--- config.mk ---
export PLATFORM = sky130hd
export DESIGN_NAME = game_ctrl
export DESIGN_NICKNAME = d
export VERILOG_FILES = /design/src/rtl/game_pkg.sv /design/src/rtl/bcd_counter4.sv /design/src/rtl/game_ctrl.sv
export SDC_FILE = /design/constraint.sdc
export NUM_CORES = 1
export LEC_CHECK = 0
export CAP_MARGIN = 25
export CORE_ASPECT_RATIO = 0.6
export CORE_MARGIN = 4
export CORE_UTILIZATION = 50
export DETAILED_ROUTE_END_ITERATION = 12
export PLACE_DENSITY = 0.78
export SKIP_LAST_GASP = 1
export SLEW_MARGIN = 5
export SYNTH_ARGS = -nofsm -noshare
export SYNTH_HDL_FRONTEND = slang
export SYNTH_SLANG_ARGS = --single-unit
--- constraint.sdc ---
create_clock -name clk_pix -period 2.1 [get_ports clk_pix]
set_clock_uncertainty 0.05 [all_clocks]
set_input_delay 0.315 -clock clk_pix [delete_from_list [all_inputs] [get_ports clk_pix]]
set_output_delay 0.315 -clock clk_pix [all_outputs]
set_load 0.01 [all_outputs]
--- src/rtl/game_pkg.sv ---
// Shared definitions for the game controller: state encoding, score width,
// default timing/lives values and a counter-width helper.
package game_pkg;

    typedef enum logic [1:0] {
        ST_ATTRACT = 2'd0,
        ST_PLAY    = 2'd1,
        ST_DYING   = 2'd2,
        ST_OVER    = 2'd3
    } game_state_t;

    localparam int BCD_W = 16;  // four BCD digits

    localparam int DEF_LIVES        = 3;
    localparam int DEF_SCORE_DIV    = 60;
    localparam int DEF_DYING_FRAMES = 120;
    localparam int DEF_OVER_FRAMES  = 600;

    // $clog2 of a terminal count, but never narrower than one bit so a
    // parameter of 1 still yields a legal counter.
    function automatic int cnt_w(input int n);
        return (n > 1) ? $clog2(n) : 1;
    endfunction

endpackage

--- src/rtl/bcd_counter4.sv ---
// Four-digit BCD counter that saturates at 9999.
// Ports:
//   clk_pix  pixel clock
//   rst_pix  synchronous active-high reset (count -> 0)
//   clr      synchronous clear (count -> 0)
//   en       increment by one this cycle (ignored at 9999)
//   count    current BCD value, digit 3 in [15:12]
module bcd_counter4
    import game_pkg::*;
(
    input  logic             clk_pix,
    input  logic             rst_pix,
    input  logic             clr,
    input  logic             en,
    output logic [BCD_W-1:0] count
);

    localparam logic [BCD_W-1:0] BCD_MAX = 16'h9999;

    logic [BCD_W-1:0] count_inc;
    logic             carry;

    // Ripple a +1 through the digits: a 9 becomes 0 and passes the carry on,
    // the first non-9 digit absorbs it.
    // NOTE: every variable written here gets a default first, so no path can
    // leave it unassigned and infer a latch.
    always_comb begin
        count_inc = count;
        carry     = 1'b1;
        for (int d = 0; d < 4; d++) begin
            if (carry) begin
                if (count[4*d +: 4] == 4'd9) begin
                    count_inc[4*d +: 4] = 4'd0;
                end else begin
                    count_inc[4*d +: 4] = count[4*d +: 4] + 4'd1;
                    carry               = 1'b0;
                end
            end
        end
    end

    // NOTE: state is updated with non-blocking assignments so every flop
    // samples pre-edge values; the reset is synchronous, inside the clocked
    // branch, and has priority over everything else.
    always_ff @(posedge clk_pix) begin
        if (rst_pix || clr) begin
            count <= '0;
        end else if (en && (count != BCD_MAX)) begin
            count <= count_inc;
        end
    end

endmodule

--- src/rtl/game_ctrl.sv ---
// Game flow controller: attract screen, play with score ticking, dying
// animation dwell, game-over dwell, lives and best-score tracking.
// Ports:
//   clk_pix    pixel clock (only clock)
//   rst_pix    synchronous active-high reset
//   frame      one-cycle pulse at the start of each video frame
//   btn_start  start button level (sampled on frame cycles only)
//   hit        player/obstacle collision level, any cycle
//   state      current state (ATTRACT=0, PLAY=1, DYING=2, OVER=3)
//   run        sprite motion enable
//   respawn    one-cycle pulse to reset player/obstacle positions
//   lives      remaining lives
//   score      4-digit BCD score
//   hiscore    4-digit BCD best score
//   new_hi     last finished game set a new best score
module game_ctrl
    import game_pkg::*;
#(
    parameter int LIVES        = DEF_LIVES,
    parameter int SCORE_DIV    = DEF_SCORE_DIV,
    parameter int DYING_FRAMES = DEF_DYING_FRAMES,
    parameter int OVER_FRAMES  = DEF_OVER_FRAMES
) (
    input  logic             clk_pix,
    input  logic             rst_pix,
    input  logic             frame,
    input  logic             btn_start,
    input  logic             hit,
    output logic [1:0]       state,
    output logic             run,
    output logic             respawn,
    output logic [1:0]       lives,
    output logic [BCD_W-1:0] score,
    output logic [BCD_W-1:0] hiscore,
    output logic             new_hi
);

    localparam int DIV_W   = cnt_w(SCORE_DIV);
    localparam int DWELL_W = cnt_w((DYING_FRAMES > OVER_FRAMES) ? DYING_FRAMES : OVER_FRAMES);

    localparam logic [DIV_W-1:0]   DIV_LAST   = DIV_W'(SCORE_DIV - 1);
    localparam logic [DWELL_W-1:0] DYING_LAST = DWELL_W'(DYING_FRAMES - 1);
    localparam logic [DWELL_W-1:0] OVER_LAST  = DWELL_W'(OVER_FRAMES - 1);
    localparam logic [1:0]         LIVES_INIT = 2'(LIVES);

    game_state_t        state_q, state_d;
    logic [DIV_W-1:0]   div_q, div_d;
    logic [DWELL_W-1:0] dwell_q, dwell_d;
    logic               hit_q, hit_d;
    logic               start_q;
    logic               run_d, respawn_d, new_hi_d;
    logic [1:0]         lives_d;
    logic [BCD_W-1:0]   hiscore_d;
    logic               score_clr, score_en;
    logic               start_edge, hit_any;

    // Rising edge of the button as seen frame to frame.
    assign start_edge = frame & btn_start & ~start_q;
    // A hit on the frame cycle itself counts alongside any earlier one.
    assign hit_any    = hit_q | hit;
    assign state      = state_q;

    always_comb begin
        state_d   = state_q;
        div_d     = div_q;
        dwell_d   = dwell_q;
        lives_d   = lives;
        hiscore_d = hiscore;
        new_hi_d  = new_hi;
        respawn_d = 1'b0;
        score_clr = 1'b0;
        score_en  = 1'b0;

        // Collisions latch only while playing and are consumed every frame.
        hit_d = 1'b0;
        if (state_q == ST_PLAY) begin
            hit_d = frame ? 1'b0 : hit_any;
        end

        if (frame) begin
            case (state_q)
                ST_ATTRACT, ST_OVER: begin
                    // Start wins over the game-over timeout.
                    if (start_edge) begin
                        state_d   = ST_PLAY;
                        lives_d   = LIVES_INIT;
                        score_clr = 1'b1;
                        new_hi_d  = 1'b0;
                        div_d     = '0;
                        respawn_d = 1'b1;
                    end else if (state_q == ST_OVER) begin
                        if (dwell_q == OVER_LAST) begin
                            state_d = ST_ATTRACT;
                        end else begin
                            dwell_d = dwell_q + DWELL_W'(1);
                        end
                    end
                end
                ST_PLAY: begin
                    // A collision suppresses the score tick of the same frame.
                    if (hit_any) begin
                        state_d = ST_DYING;
                        lives_d = lives - 2'd1;
                        dwell_d = '0;
                    end else if (div_q == DIV_LAST) begin
                        div_d    = '0;
                        score_en = 1'b1;
                    end else begin
                        div_d = div_q + DIV_W'(1);
                    end
                end
                ST_DYING: begin
                    if (dwell_q == DYING_LAST) begin
                        if (lives == 2'd0) begin
                            state_d = ST_OVER;
                            dwell_d = '0;
                            // BCD orders the same as binary, so a plain compare works.
                            if (score > hiscore) begin
                                hiscore_d = score;
                                new_hi_d  = 1'b1;
                            end
                        end else begin
                            state_d   = ST_PLAY;
                            respawn_d = 1'b1;
                            div_d     = '0;
                        end
                    end else begin
                        dwell_d = dwell_q + DWELL_W'(1);
                    end
                end
                default: ;
            endcase
        end

        run_d = (state_d == ST_PLAY);
    end

    always_ff @(posedge clk_pix) begin
        if (rst_pix) begin
            state_q <= ST_ATTRACT;
            div_q   <= '0;
            dwell_q <= '0;
            hit_q   <= 1'b0;
            start_q <= 1'b0;
            run     <= 1'b0;
            respawn <= 1'b0;
            lives   <= 2'd0;
            hiscore <= '0;
            new_hi  <= 1'b0;
        end else begin
            state_q <= state_d;
            div_q   <= div_d;
            dwell_q <= dwell_d;
            hit_q   <= hit_d;
            run     <= run_d;
            respawn <= respawn_d;
            lives   <= lives_d;
            hiscore <= hiscore_d;
            new_hi  <= new_hi_d;
            if (frame) begin
                start_q <= btn_start;
            end
        end
    end

    bcd_counter4 u_score (
        .clk_pix (clk_pix),
        .rst_pix (rst_pix),
        .clr     (score_clr),
        .en      (score_en),
        .count   (score)
    );

endmodule

==> results.md <==
- Worst path cell trace: ha_4 > nand3b_1 > or3_4 > a2111oi_2 > o31ai_1 > a221oi_1
- Site Rows: 22
- Most frequent cells in the layout: buf_4, nand2_1, clkdlybuf4s50_1, dfxtp_1, nor2_1
- Post-Syn Nets: between 400 and 500
- WL per Instance: around 19 µm
- Setup crit end: new_hi
- Vias in the first global route: 3,194
- Antenna cells: 0
- Max VDD drop: about 0.00043 V
- Post-Synth XOR/XNOR Area: 0.0420
- Worst hold margin: between 0.4 and 0.5 ns
- Overflow after GRT: 0
- Num CTS Buffers: 9
- Die width: 114 µm
- DR vias/cell: 6.04
- Distinct cell type count after synthesis: 56
- Worst R2R End: new_hi
- Leading post-synthesis cells by cell area: dfxtp_1, ha_1, nand2_1
- Dpl hpwl: between 6000 and 7000 µm
- R2R Setup Slk: -0.13 ns
- Routed via count: 3,676
- Status: finished with violations
- Final Power: 2.30 mW
- CP Launch Type: flop
- Period utilization: 1.06
- Core area: 6300 µm²
- Reg2reg start: dwell_q[1]
- Clock Path Buffers: 2
- Post-synth EDFFs: 0
- Fin util: 0.800
- Worst path slowest cell: or3_4
- CTS tree: done
- Seq/Total Area, Yosys: 0.342
- Number of I/O pins: 44
- Pleak: 1.85 nW
- Initial core utilization: 0.530
- Yosys warns: 0
- GRT Total Usage: 0.242
- Htree depth: 3
- Max-Cap Viols: 0
- CP startpoint: dwell_q[1]
- Layout Nets: 549
- Post-CTS Hold Buffers: 0
- Largest net degree at the start of global routing: 36
- Cell area power density: 457 nW/µm²
- Rel. slew slack: 0.628
- Pre-antenna DRT Iters: 6
- CTS clk-pin slew, worst paths: about 0.070 ns
- Kind of end point of the critical path: flop
- CP Class: flop to flop
- Hold WC Path Type: flop to flop
- Yosys top cell area share: 0.342
- Final min period: ~2.2 ns
- Synth Area in Adders: 0.0862
- Sw Ratio: 0.257
- Die Span Y: 71.3 µm
- Dpl ws: -0.227 ns
- Fmax: 449 MHz
- Worst reg2reg path depth: 6
- CTS Root Cell: clkbuf_8
- Final setup viols: 19
- Share of cells above drive strength 1: 0.345
- Port bufs: 43
- Antenna violations before repair: 0
- DR DRC count: 0
- Mapped Avg Cell Area: 8.39 µm²
- Reg power frac: 0.480
- Gpl congestion: 0.932
- Slowest stage delay, CP: 0.50 ns
- Seq cells post-synth: 57
- Synth Flop Type: dfxtp_1
- Largest family of logic cells by synthesized area: simple AND/OR/NAND/NOR gates
- FFs w/ async S/R, synth: 0
- Dominant cell type by area after synthesis: dfxtp_1
- Critical path data arrival time: 2.44 ns
- Worst skew pair latency: around 0.35 ns
- Internal power: between 1.5 and 2 mW
- Mapped cell area: 3340 µm²
- Crit-path max FO: 4
- RSZ-0062 raised after global routing: yes
- Post-route ant nets: 0
- Mux contribution to synthesized area: 0.0570
- Routed wire length: 11,300 µm
- Failing checks: setup timing
- Final hold vios: 0
- Compound-Gate Fraction of Synth Area: 0.140
- Final setup margin: -0.127 ns
- Synth-to-Final Area Change: 51.1%
- Clock power frac: 0.399
- Die area: 8090 µm²
- Worst-Margin Slew: 0.555 ns
- P_sw: around 0.59 mW
- Initial detailed-routing violation count: 430
- Cells after Synth: 398
- Clk sinks: 57
- Most common cell after layout, fill and taps aside: buf_4
- Comb pwr share: 0.121
- Critical Path RT: 2.31 ns
- Simple-Gate Fraction of Synth Area: 0.278
- First-pass GRT wire length: 15,700 µm
- Pins Over Slew Limit: 0
==> registers in the layout, summed over array words and instances (netlist names), 2 cells and up <==
register       cells
div_q              6
dwell_q           10
lives              2
hiscore           16
state              2
u_score.count     16
==> logic make-up after synthesis <==
family,count (synthesis)
buf+inv,44
fa+ha+maj,23
flops,57
mux,19
xor+xnor,16
simple gates,169
compound gates,70
==> worst min-delay path by stage <==
stage,slack [ns],to,depth (start not counted),from
finish,0.42,hiscore[8],2,hiscore[8]
global route,0.43,hiscore[14],2,hiscore[14]
CTS,0.41,hiscore[8],2,hiscore[8]
detailed placement,0.40,hiscore[8],2,hiscore[8]
global placement,0.40,hiscore[8],2,hiscore[8]
floorplan,0.34,lives[0],1,rst_pix
==> final cells by class <==
cell class / instances / area, µm²
clock buffers: 15 / 166
fillers: 380 / 1260
inverters: 30 / 113
multi-input cells: 297 / 2380
flip-flops and latches: 57 / 1170
well taps: 84 / 105
repair buffers: 126 / 1100
==> power groups by stage <==
stage                     Sequential, mW  Combinational, mW  Clock (mW)
after CTS                           1.10              0.241       0.939
final                               1.11              0.279       0.919
after floorplan                     1.13              0.122           0
after detailed placement            1.13              0.234           0
after global placement              1.13              0.228           0
after global routing                1.11              0.297       0.988
==> critical path, delay by kind of cell, from the launching register on <==
| kind | cells | cell delay [ns] |
|---|---|---|
| flops | 1 | 0.36 |
| compound gates | 3 | 0.86 |
| simple gates | 2 | 0.74 |
| fa+ha+maj | 1 | 0.14 |
==> metrics by stage <==
stage / std cells / TNS, ns / area (µm²)
global route: 609 / -3.24 / 5040
floorplan: 398 / -0.00966 / 3440
global placement: 577 / -2.77 / 4390
finish: 609 / -0.952 / 5040
CTS: 594 / -0.560 / 4610
detailed placement: 577 / -4.29 / 4390
==> layer usage <==
metal / vias up / share of wire / GRT usage
li1: 1672 / - / -
met1: 1729 / 0.43 / 0.339
met2: 233 / 0.44 / 0.357
met3: 42 / 0.094 / 0.0709
met4: 0 / 0.027 / 0.0813
met5: - / 0 / 0
==> synthesized netlist by cell type (all sizes together) (2+ instances only) <==
cell type	count
xor2	3
nand3b	2
dfxtp	57
a21boi	2
or3	6
nor4b	2
o2111ai	2
nand4	8
nor2b	9
xnor2	13
nand3	14
buf	5
clkbuf	9
a21oi	22
or3b	2
and3	3
a211oi	3
nand2b	4
o211ai	5
o31ai	6
mux2i	19
and4	4
or4	4
nor3b	2
nor2	28
nor4	10
a21o	4
o21ai	16
and4bb	2
or2	2
inv	30
nor3	9
nand2	52
ha	23
or4b	2
==> repair_timing <==
action	4_1_cts	5_1_grt
resized for setup	6	61
cloned	0	1
endpoints found under the setup margin	36	43
buffers inserted	2	15
pin swaps	5	23
No activity file was read; power rests on OpenSTA's default activity.
